<file path="config.mk">
export PLATFORM = sky130hd
export DESIGN_NAME = vga_timing_multi
export DESIGN_NICKNAME = d
export VERILOG_FILES = /design/src/rtl/vga_timing_multi.sv
export SDC_FILE = /design/constraint.sdc
export NUM_CORES = 1
export LEC_CHECK = 0
export CELL_PAD_IN_SITES_DETAIL_PLACEMENT = 0
export CELL_PAD_IN_SITES_GLOBAL_PLACEMENT = 1
export CORE_MARGIN = 2
export CORE_UTILIZATION = 45
export CTS_CLUSTER_SIZE = 30
export DETAILED_ROUTE_END_ITERATION = 7
export PLACE_DENSITY = 0.87
export SLEW_MARGIN = 20
export SYNTH_ARGS = -nofsm -noshare
export SYNTH_HDL_FRONTEND = slang
export SYNTH_SLANG_ARGS = --single-unit
export TNS_END_PERCENT = 20
</file>
<file path="constraint.sdc">
create_clock -name pclk -period 8.9 [get_ports pclk]
set_input_delay 0.89 -clock pclk [delete_from_list [all_inputs] [get_ports pclk]]
set_output_delay 0.89 -clock pclk [all_outputs]
set_load 0.02 [all_outputs]
</file>
<file path="src/rtl/vga_timing_multi.sv">
// vga_timing_multi
// ----------------------------------------------------------------------------
// Multi-mode VGA timing generator at the head of the pixel pipeline.
// It counts pixels and lines for one of three video modes and decodes sync and
// blanking from those counts. A new mode can be requested at any time. The
// request is only applied on the edge that leaves the last pixel of a frame, so
// neither mode ever produces a partial line or a partial frame. The block does
// not change pclk; the pixel clock must already match the selected mode.
//
// Parameters
//   CNT_W        width of hcount/vcount (>= 11)
//   DEFAULT_MODE mode used out of reset (0..2)
//
// Ports
//   pclk         pixel clock
//   rst_n        asynchronous active-low reset
//   mode_sel     requested mode: 0 = 800x600, 1 = 640x480, 2 = 1024x768
//   mode_load    one-cycle strobe; a legal mode_sel becomes the pending request
//   hcount       horizontal pixel counter
//   vcount       vertical line counter
//   hsync/vsync  sync outputs, polarity depends on the mode
//   hblnk/vblnk  blanking, active high
//   frame_start  high while (0,0) is shown after a frame wrap
//   mode_cur     mode currently driving the counters
//   mode_pend    a request is waiting for the frame boundary
// ----------------------------------------------------------------------------
module vga_timing_multi #(
  parameter int         CNT_W        = 12,
  parameter logic [1:0] DEFAULT_MODE = 2'd0
) (
  input  logic             pclk,
  input  logic             rst_n,
  input  logic [1:0]       mode_sel,
  input  logic             mode_load,
  output logic [CNT_W-1:0] hcount,
  output logic [CNT_W-1:0] vcount,
  output logic             hsync,
  output logic             vsync,
  output logic             hblnk,
  output logic             vblnk,
  output logic             frame_start,
  output logic [1:0]       mode_cur,
  output logic             mode_pend
);

  // Mode 0 uses positive syncs. Modes 1 and 2 use negative syncs.
  localparam logic DEF_NEG = (DEFAULT_MODE != 2'd0);

  function automatic logic [CNT_W-1:0] htot_of(input logic [1:0] m);
    case (m)
      2'd1:    htot_of = CNT_W'(800);
      2'd2:    htot_of = CNT_W'(1344);
      default: htot_of = CNT_W'(1056);
    endcase
  endfunction

  function automatic logic [CNT_W-1:0] vtot_of(input logic [1:0] m);
    case (m)
      2'd1:    vtot_of = CNT_W'(525);
      2'd2:    vtot_of = CNT_W'(806);
      default: vtot_of = CNT_W'(628);
    endcase
  endfunction

  // Decodes a count pair for mode m. The result is {hsync, vsync, hblnk, vblnk}.
  function automatic logic [3:0] decode(input logic [1:0]       m,
                                        input logic [CNT_W-1:0] h,
                                        input logic [CNT_W-1:0] v);
    logic [CNT_W-1:0] hact, hs0, hs1, vact, vs0, vs1;
    logic             neg;
    case (m)
      2'd1: begin
        hact = CNT_W'(640);  hs0 = CNT_W'(656);  hs1 = CNT_W'(751);
        vact = CNT_W'(480);  vs0 = CNT_W'(490);  vs1 = CNT_W'(491);
        neg  = 1'b1;
      end
      2'd2: begin
        hact = CNT_W'(1024); hs0 = CNT_W'(1048); hs1 = CNT_W'(1183);
        vact = CNT_W'(768);  vs0 = CNT_W'(771);  vs1 = CNT_W'(776);
        neg  = 1'b1;
      end
      default: begin
        hact = CNT_W'(800);  hs0 = CNT_W'(840);  hs1 = CNT_W'(967);
        vact = CNT_W'(600);  vs0 = CNT_W'(601);  vs1 = CNT_W'(604);
        neg  = 1'b0;
      end
    endcase
    decode = {((h >= hs0) && (h <= hs1)) ^ neg,
              ((v >= vs0) && (v <= vs1)) ^ neg,
              (h >= hact),
              (v >= vact)};
  endfunction

  logic [CNT_W-1:0] hcount_reg, hcount_next;
  logic [CNT_W-1:0] vcount_reg, vcount_next;
  logic [1:0]       mode_cur_reg, mode_next;
  logic [1:0]       pend_val_reg, pend_val_next;
  logic             pend_reg, pend_next;
  logic             hsync_reg, vsync_reg, hblnk_reg, vblnk_reg, frame_start_reg;
  logic             h_last, v_last, frame_wrap, load_ok;
  logic [3:0]       dec_next;

  always_comb begin
    h_last      = (hcount_reg == htot_of(mode_cur_reg) - CNT_W'(1));
    v_last      = (vcount_reg == vtot_of(mode_cur_reg) - CNT_W'(1));
    frame_wrap  = h_last && v_last;
    load_ok     = mode_load && (mode_sel != 2'd3);

    hcount_next = h_last ? '0 : hcount_reg + CNT_W'(1);
    vcount_next = vcount_reg;
    if (h_last) begin
      vcount_next = v_last ? '0 : vcount_reg + CNT_W'(1);
    end

    // The wrap applies the request that was pending before this edge. A load
    // in the same cycle only replaces the pending value for the next wrap.
    mode_next     = (frame_wrap && pend_reg) ? pend_val_reg : mode_cur_reg;
    pend_next     = pend_reg;
    pend_val_next = pend_val_reg;
    if (frame_wrap) begin
      pend_next = 1'b0;
    end
    if (load_ok) begin
      pend_next     = 1'b1;
      pend_val_next = mode_sel;
    end

    // The outputs are decoded from the next counts and the next mode. This keeps
    // sync and blanking aligned with the counts shown in the same cycle.
    dec_next = decode(mode_next, hcount_next, vcount_next);
  end

  always_ff @(posedge pclk or negedge rst_n) begin
    if (!rst_n) begin
      hcount_reg      <= '0;
      vcount_reg      <= '0;
      mode_cur_reg    <= DEFAULT_MODE;
      pend_val_reg    <= DEFAULT_MODE;
      pend_reg        <= 1'b0;
      hsync_reg       <= DEF_NEG;
      vsync_reg       <= DEF_NEG;
      hblnk_reg       <= 1'b0;
      vblnk_reg       <= 1'b0;
      frame_start_reg <= 1'b0;
    end else begin
      hcount_reg      <= hcount_next;
      vcount_reg      <= vcount_next;
      mode_cur_reg    <= mode_next;
      pend_val_reg    <= pend_val_next;
      pend_reg        <= pend_next;
      hsync_reg       <= dec_next[3];
      vsync_reg       <= dec_next[2];
      hblnk_reg       <= dec_next[1];
      vblnk_reg       <= dec_next[0];
      frame_start_reg <= frame_wrap;
    end
  end

  assign hcount      = hcount_reg;
  assign vcount      = vcount_reg;
  assign hsync       = hsync_reg;
  assign vsync       = vsync_reg;
  assign hblnk       = hblnk_reg;
  assign vblnk       = vblnk_reg;
  assign frame_start = frame_start_reg;
  assign mode_cur    = mode_cur_reg;
  assign mode_pend   = pend_reg;

endmodule
</file>
==> qor.txt, run 1 <==
Synth unique cells - 54
Grt total ovfl - 0
CTS tree - yes
Setup TNS - 0 ns
Post-synth ARST share - 100%
Sequential Area - 851 um2
Remaining DRCs - 0
Count leader, synth - ha_1
Yosys top cell area share - 33.8%
Max Clk Rate - 204 MHz
Slew Viols, Final - 0
Syn Nets - 307
Worst setup path class - reg -> reg
First-pass GRT wire length - 10.4 mm
Final Skew - 0.00745 ns
Die Ht - 78.8 um
Worst Path Arrival - 5.07 ns
Worst slack at placement - 4.05 ns
Initial Util - 46.3%
Synth top cells by count - 36 x ha_1, 34 x dfrtp_1, 21 x nand2_1, 20 x nor2_1, 19 x inv_1
Final Hold Slack - 0.528 ns
Util after Layout - 56.2%
Post-synth EDFFs - 0
Synth warn - 0
Cell Area, Synth - 2520 um2
Status - complete, no violations
Startpoint Class - register
Mapped Cells - 266
Final setup fails - 0
Worst hold path type - reg -> reg
Final period util - 55.0%
CTS H-tree lvls - 2
FP Rows - 27
RSZ-0062 raised after global routing - false
GRT Util Overall - 21.9%
Cells after DPL - 372
Rel. slew slack - 60.7%
Area contributors post-synth - dfrtp_1 34%, ha_1 18%, xnor2_1 5.6%
Top Ports - 37
Detailed Place HPWL - 4.87 mm
Max-cap viol count - 0
Clock Path Buffers - 2
Post-route insts no fill - 380
Full die area - 6210 um2
ANT nets after route - 0
Hold-fix buffers, CTS - 0
# diodes - 0
Port Buf Inserts - 36
Sink Count - 34
Post-synthesis sequential area ratio - 33.8%
Fin. Hold Viols - 0
Area leader, netlist - dfrtp_1
Clock latency on the worst-skew pair - 0.29 ns
Routed wire per std cell - 16.7 um
Setup slack after layout - 4.00 ns
Initial antenna violation count - 0
Minimum clock period - 4.90 ns
Resize count post-CTS - 0
Largest net degree at the start of global routing - 35
Chip width - 78.8 um
Post-Route WL - 6.34 mm
Final cell area excluding filler cells - 3050 um2
Initial DRC Count - 120
Fillers - 511
CTS Root Cell - clkbuf_8
Synth-to-layout area growth - 21.3%
CP endpoint kind - register
Post-DP Area - 2960 um2
Multi-input logic area - 1580 um2
Vias per cell - 5.65
CP Max Fanout - 8
Vias in the first global route - 2013
Most used DFF post-synth - dfrtp_1
Worst EP required - 9.07 ns
Clock transition at path regs - 0.07 ns
Placer Congestion - 0.858
Mean post-synth cell area - 9.47 um2
Post-CTS Setup Repair Bufs - 0
Max IR drop VDD - 71.7 uV
TritonCTS buffer count - 5
Slew @ Worst Pin - 0.584 ns
Ratio of cells with drive above 1 in the final layout - 6.49%
NumNets Final - 348
First-pass detailed-route iteration total - 4
Leak pwr - 1.37 nW
Overall via count from detail_route - 2147
Core area - 5440 um2
Register bit count reported by yosys - 34
Pwr dens - 92.9 nW/um2
Tot Pwr - 0.284 mW
==> critical path, stage by stage, from the launching register on <==
cell and delay (ns):
dfrtp_1 0.43, inv_1 0.10, ha_1 0.19, inv_1 0.05
ha_1 0.27, xor2_1 0.17, nand4_2 0.18, or3_1 0.60
nor2_4 0.23, nand2_1 0.11, mux2_2 0.31, ha_1 0.46
inv_1 0.21, ha_1 0.23, a211oi_1 0.25, o21bai_1 0.10
a21o_1 0.17, a21oi_1 0.22, a21boi_1 0.23, o221ai_2 0.13
xnor2_1 0.13
==> routing by layer <==
layer	global-route usage [%]	part of all wire [%]
met5	0	0
met4	6.21	1.4
met3	3.07	3.1
met2	33.7	47
met1	32.2	49
==> layout by cell type, fill, tap and decap left out, types with 2 or more instances in the layout <==
master            n
nand4_1           7
inv_1            19
a21o_1            4
buf_4             2
nand3_1          15
o31a_1            2
xnor2_1          16
clkdlybuf4s50_1  36
nand2_1          21
nand4b_1          3
o41ai_1           2
o21ai_1           2
nor2b_1           5
and3_1            2
a211oi_1          2
ha_1             36
o31ai_1           3
clkbuf_8          6
nand2b_1          5
o21bai_1          2
nor3_1            8
nor4_1            2
nor2_1           20
mux2i_1           2
dfrtp_1          34
xor2_1            8
o21a_1            3
a21oi_1           6
or3_1             2
o21ai_0           8
==> area by class of cell <==
class	count	area share [%]
clock buffer	7	2.83
inverter	19	2.34
multi-input combinational	209	51.6
clock inverter	1	0.164
timing repair buffer	38	12.3
sequential	34	27.9
tap	72	2.95
==> path summary, 6_finish.rpt <==
check,from,cells past startpoint,endpoint,slack [ns]
max in group asynchronous,rst_n,2,hcount[6],7.57
worst min-delay path,pend_val_reg[1],2,pend_val_reg[1],0.53
worst max-delay path,mode_cur[0],20,vsync,4.00
worst min register to register,pend_val_reg[1],2,pend_val_reg[1],0.53
min in group asynchronous,rst_n,2,hcount[1],1.01
worst max register to register,mode_cur[0],20,vsync,4.00
==> power by group <==
group	internal, mW	leakage, nW	switching, mW
Combinational	0.00263	0.866	0.00418
Clock	0.0625	0.0482	0.0584
Sequential	0.155	0.452	0.000714
Total	0.221	1.37	0.0633
==> kinds of logic (layout without fill, tap and decap cells) <==
family / after synthesis / count (layout) / share of synthesized area, %
AOI/OAI and AO/OA: 44 / 44 / 13.0
xor gates and xnor gates: 24 / 24 / 8.35
adders and majority gates: 36 / 36 / 17.9
buffers and inverters: 23 / 65 / 3.68
DFF: 34 / 34 / 33.8
muxes: 3 / 3 / 1.24
and+or+nand+nor: 102 / 102 / 22.1
No activity file was read; power rests on OpenSTA's default activity.
==> run 2, diff against run 1 <==
--- a/config.mk
+++ b/config.mk
@@ -8,10 +8,10 @@
 export CELL_PAD_IN_SITES_DETAIL_PLACEMENT = 0
 export CELL_PAD_IN_SITES_GLOBAL_PLACEMENT = 1
 export CORE_MARGIN = 2
-export CORE_UTILIZATION = 45
+export CORE_UTILIZATION = 38
 export CTS_CLUSTER_SIZE = 30
 export DETAILED_ROUTE_END_ITERATION = 7
-export PLACE_DENSITY = 0.87
+export PLACE_DENSITY = 0.79
 export SLEW_MARGIN = 20
 export SYNTH_ARGS = -nofsm -noshare
 export SYNTH_HDL_FRONTEND = slang
==> constraint.sdc (replaced) <==
create_clock -name pclk -period 3.9 [get_ports pclk]
set_input_delay 0.39 -clock pclk [delete_from_list [all_inputs] [get_ports pclk]]
set_output_delay 0.39 -clock pclk [all_outputs]
set_load 0.02 [all_outputs]
==> qor.txt, run 2 (synthesized netlist as in run 1, its figures left out) <==
Status - complete, no violations
Slew Viols, Final - 0
Util after Layout - 52.5%
Clock latency on the worst-skew pair - 0.28 ns
Setup TNS - 0 ns
Int Pwr - 0.501 mW
NumNets Final - 366
ANT nets after route - 0
CP Launch Point - mode_cur[0]
Routed wire per std cell - 16.1 um
Commonest non-fill, non-tap cell in the layout - clkdlybuf4s50_1
CP Capture Point - vsync
Initial antenna violation count - 0
Slew @ Worst Pin - 0.714 ns
FP Rows - 29
Vias in the first global route - 2008
CTS H-tree lvls - 2
Max IR drop VDD - 158 uV
Final Skew - 0.00670 ns
Startpoint Class - register
Die Ht - 85.4 um
Largest net degree at the start of global routing - 35
Initial Util - 39.4%
Clock network power share - 41.6%
Clock Path Buffers - 2
Clock transition at path regs - 0.07 ns
Reg2reg end - vsync
CP endpoint kind - register
Synth-to-layout area growth - 33.0%
Port Buf Inserts - 36
Placer Congestion - 0.889
Leak pwr - 1.46 nW
Worst Path Arrival - 3.95 ns
Sink Count - 34
Top Ports - 37
Worst EP required - 4.06 ns
Full die area - 7290 um2
GRT Util Overall - 18.4%
Fillers - 604
Rel. slew slack - 52.3%
Vias per cell - 5.41
Grt total ovfl - 0
Core area - 6390 um2
Worst hold path type - in -> async
Chip width - 85.4 um
Post-Route WL - 6.46 mm
Sw Ratio - 21.5%
Max-cap viol count - 0
First-pass detailed-route iteration total - 4
# diodes - 0
Fin. Hold Viols - 0
First-pass GRT wire length - 10.5 mm
Overall via count from detail_route - 2176
Detailed Place HPWL - 5.00 mm
Pwr dens - 191 nW/um2
Most frequent cells in the layout - 36 x clkdlybuf4s50_1, 32 x dfrtp_1, 29 x ha_1
Reg2reg path depth - 20
Comb pwr share - 2.5%
Final Hold Slack - 0.527 ns
Final cell area excluding filler cells - 3350 um2
Reg-to-reg slack, setup - 0.12 ns
Initial DRC Count - 155
R2r startpoint - mode_cur[0]
Remaining DRCs - 0
CTS tree - yes
RSZ-0062 raised after global routing - true
CTS Root Cell - clkbuf_8
TritonCTS buffer count - 5
Post-DP Area - 3180 um2
Ratio of cells with drive above 1 in the final layout - 18.5%
NetSw - 0.137 mW
Register share of total power - 55.9%
CP Max Fanout - 5
Minimum clock period - 3.78 ns
Hold-fix buffers, CTS - 0
Worst setup path class - reg -> reg
Final setup fails - 0
Final period util - 97.1%
Max Clk Rate - 264 MHz
## run 2: metrics by stage
step                instances  total power [mW]  setup slack [ns]
global route              402             0.668           -0.0741
CTS                       398             0.650            0.0252
finish                    402             0.638             0.115
floorplan                 266             0.366           -0.0272
detailed placement        391             0.381            0.0236
global placement          391             0.380             0.112
## run 2: metal layers
metal,share of wire (%),global-route usage [%],routed length [um],vias up
li1,-,-,-,1071
met2,46,27.6,2980,44
met1,49,27.3,3140,1057
met3,4.7,3.31,306,4
met5,0,0,0,-
met4,0.60,4.62,39,0
## run 2: worst min path at each step
stage / startpoint / endpoint / slack, ns / cells after the start
final: rst_n / pend_val_reg[0] / 0.53 / 2
after global routing: rst_n / pend_val_reg[0] / 0.55 / 2
after CTS: rst_n / pend_val_reg[0] / 0.54 / 2
after detailed placement: vcount[11] / vcount[11] / 0.54 / 1
after global placement: vcount[11] / vcount[11] / 0.52 / 1
after floorplan: rst_n / frame_start / 0.09 / 0
## run 2: layout make-up
cell class              instances  area, um2  share of cell area, %
clock buffers                   7       86.3                   2.58
repair buffers                 56        510                   15.2
inverters                      19       83.8                   2.50
flip-flops and latches         34        853                   25.5
multi-input cells             209       1720                   51.3
well taps                      77       96.3                   2.88
## run 2: repair_timing
action / in CTS / in global routing
gates resized for setup: 2 / 9
buffers inserted: 0 / 4
pin swaps: 0 / 8
endpoints found under the hold margin: 0 / 0
setup endpoints to repair: 1 / 3
## run 2: power by group through the flow
stage          registers [mW]  logic [mW]  clock network, mW
3_5_place_dp            0.364      0.0166                  0
2_1_floorplan           0.363     0.00343                  0
5_1_grt                 0.357      0.0185              0.293
4_1_cts                 0.357      0.0166              0.276
6_report                0.357      0.0157              0.266
3_3_place_gp            0.364      0.0165                  0
## run 2: critical path, stage by stage, from the launching register on
cell and delay (ns):
dfrtp_2 0.42, inv_4 0.08, ha_4 0.14, inv_2 0.04, ha_4 0.23, xor2_2 0.16
nand4_2 0.10, or3_4 0.42, nor2_4 0.13, nand2_2 0.09, mux2_4 0.34, ha_4 0.30
inv_4 0.06, ha_4 0.15, a211oi_2 0.16, o21bai_1 0.08, a21o_1 0.17, a21oi_2 0.17
a21boi_2 0.19, o221ai_2 0.10, xnor2_1 0.14
==> run 3, diff against run 2 <==
--- a/config.mk
+++ b/config.mk
@@ -7,10 +7,11 @@
 export LEC_CHECK = 0
 export CELL_PAD_IN_SITES_DETAIL_PLACEMENT = 0
 export CELL_PAD_IN_SITES_GLOBAL_PLACEMENT = 1
-export CORE_MARGIN = 2
+export CORE_MARGIN = 8
 export CORE_UTILIZATION = 38
 export CTS_CLUSTER_SIZE = 30
 export DETAILED_ROUTE_END_ITERATION = 7
+export GPL_ROUTABILITY_DRIVEN = 0
 export PLACE_DENSITY = 0.79
 export SLEW_MARGIN = 20
 export SYNTH_ARGS = -nofsm -noshare
==> qor.txt, run 3 (synthesized netlist as in run 1, its figures left out) <==
Most frequent cells in the layout - 36 x clkdlybuf4s50_1, 32 x dfrtp_1, 28 x ha_1, 20 x nand2_1, 20 x nor2_1
Final period util - 97.4%
Slew @ Worst Pin - 0.625 ns
Util after Layout - 52.5%
Rel. slew slack - 58.2%
Final setup fails - 0
Slowest stage cell, crit path - dfrtp_2
Post-route insts no fill - 402
Worst Path Arrival - 3.98 ns
GRT Util Overall - 14.4%
Startpoint Class - register
Initial Util - 39.4%
Post-Route WL - 6.66 mm
Delay-heaviest family, CP - compound AO/OA/AOI/OAI gates
Status - complete, no violations
Routed wire per std cell - 16.6 um
Cells after DPL - 391
Buf/Inv on CP - 3
Final Hold Slack - 0.513 ns
Clock transition at path regs - 0.07 ns
Leak pwr - 1.45 nW
Port Buf Inserts - 36
CTS H-tree lvls - 2
Hold-fix buffers, CTS - 0
NumNets Final - 365
Minimum clock period - 3.80 ns
Grt total ovfl - 0
# diodes - 0
Ratio of cells with drive above 1 in the final layout - 18.5%
Reg-to-reg slack, setup - 0.10 ns
Fin. Hold Viols - 0
Cell Chain, Critical Path - inv_4 > ha_4 > inv_2 > ha_4 > xor2_2 > nand4_2 > or3_4 > nor2_4 > nand2_2 > mux2_4 > ha_4 > inv_4 > ha_4 > a211oi_2 > o21bai_1 > a21o_1 > a21oi_2 > a21boi_2 > o221ai_2 > xnor2_1
CP endpoint kind - register
Sink Count - 34
Max Clk Rate - 263 MHz
Highest Signal Layer - met4
Max-cap viol count - 0
Detailed Place HPWL - 5.13 mm
RSZ-0062 raised after global routing - true
Final Skew - 0.00497 ns
Overall via count from detail_route - 2147
Setup TNS - 0 ns
WL met1 - 3.24 mm
First-pass GRT wire length - 11.3 mm
Commonest non-fill, non-tap cell in the layout - clkdlybuf4s50_1
Slew Viols, Final - 0
Max IR drop VDD - 111 uV
CTS Root Cell - clkbuf_8
Metal3 WL - 302 um
Remaining DRCs - 0
Largest net degree at the start of global routing - 35
Worst EP required - 4.08 ns
Die Ht - 97.4 um
Synth-to-layout area growth - 33.0%
Clock latency on the worst-skew pair - 0.29 ns
Initial antenna violation count - 0
Multi-input logic area - 1720 um2
Worst setup path class - reg -> reg
TritonCTS buffer count - 5
Worst hold path type - in -> async
CTS tree - yes
FP Rows - 29
Fillers - 592
First-pass detailed-route iteration total - 4
Initial DRC Count - 85
CP Max Fanout - 5
Most used cell, CP - ha_4
DR WL met2 - 3.06 mm
Chip width - 97.4 um
Full die area - 9490 um2
ANT nets after route - 0
Sequential Area - 853 um2
Core area - 6390 um2
Vias per cell - 5.34
Vias in the first global route - 2178
Top Ports - 37
Pwr dens - 194 nW/um2
CP max stage delay - 0.43 ns
Clock Path Buffers - 2
==> run 3: cell types whose count changed in the layout (fill, tap and decap cells not counted), sizes merged <==
cell / change
buf: -1
clkbuf: +1
==> run 3: timing repair <==
item / 4_1_cts / 5_1_grt
setup buffers: 0 / 3
resized for setup: 0 / 11
setup endpoints to repair: 0 / 3
==> run 3: per-layer routing <==
| metal | up-vias | track usage (%) |
|---|---|---|
| met2 | 40 | 22.0 |
| met4 | 0 | 4.55 |
| met3 | 4 | 2.84 |
| met1 | 1033 | 19.8 |
| li1 | 1070 | - |
| met5 | - | 0 |
==> run 3: layout make-up <==
class / count / area share [%]
sequential: 34 / 25.5
tap: 77 / 2.88
clock buffer: 8 / 2.69
inverter: 19 / 2.50
timing repair buffer: 55 / 15.0
multi-input combinational: 209 / 51.5
==> run 3: worst paths after layout <==
path,from,cells past startpoint,end
worst max-delay path,mode_cur[0],20,vsync
worst min-delay path,rst_n,2,pend_val_reg[0]
worst max register to register,mode_cur[0],20,vsync
worst min register to register,pend_val_reg[0],2,pend_val_reg[0]
max in group asynchronous,rst_n,2,mode_cur[1]
min in group pclk,pend_val_reg[0],2,pend_val_reg[0]
==> run 3: metrics by stage <==
stage | worst slack [ns] | instance area, um2 | total power, mW
2_1_floorplan | -0.0272 | 2630 | 0.366
3_5_place_dp | 0.00818 | 3180 | 0.380
5_1_grt | -0.0672 | 3350 | 0.676
6_report | 0.101 | 3350 | 0.651
4_1_cts | 0.0000986 | 3270 | 0.658
3_3_place_gp | 0.119 | 3180 | 0.380
==> run 3: power by group <==
part           switching, mW  leakage, nW  internal (mW)
sequential           0.00202        0.448          0.355
combinational        0.00949        0.960        0.00603
clock                  0.134       0.0455          0.144
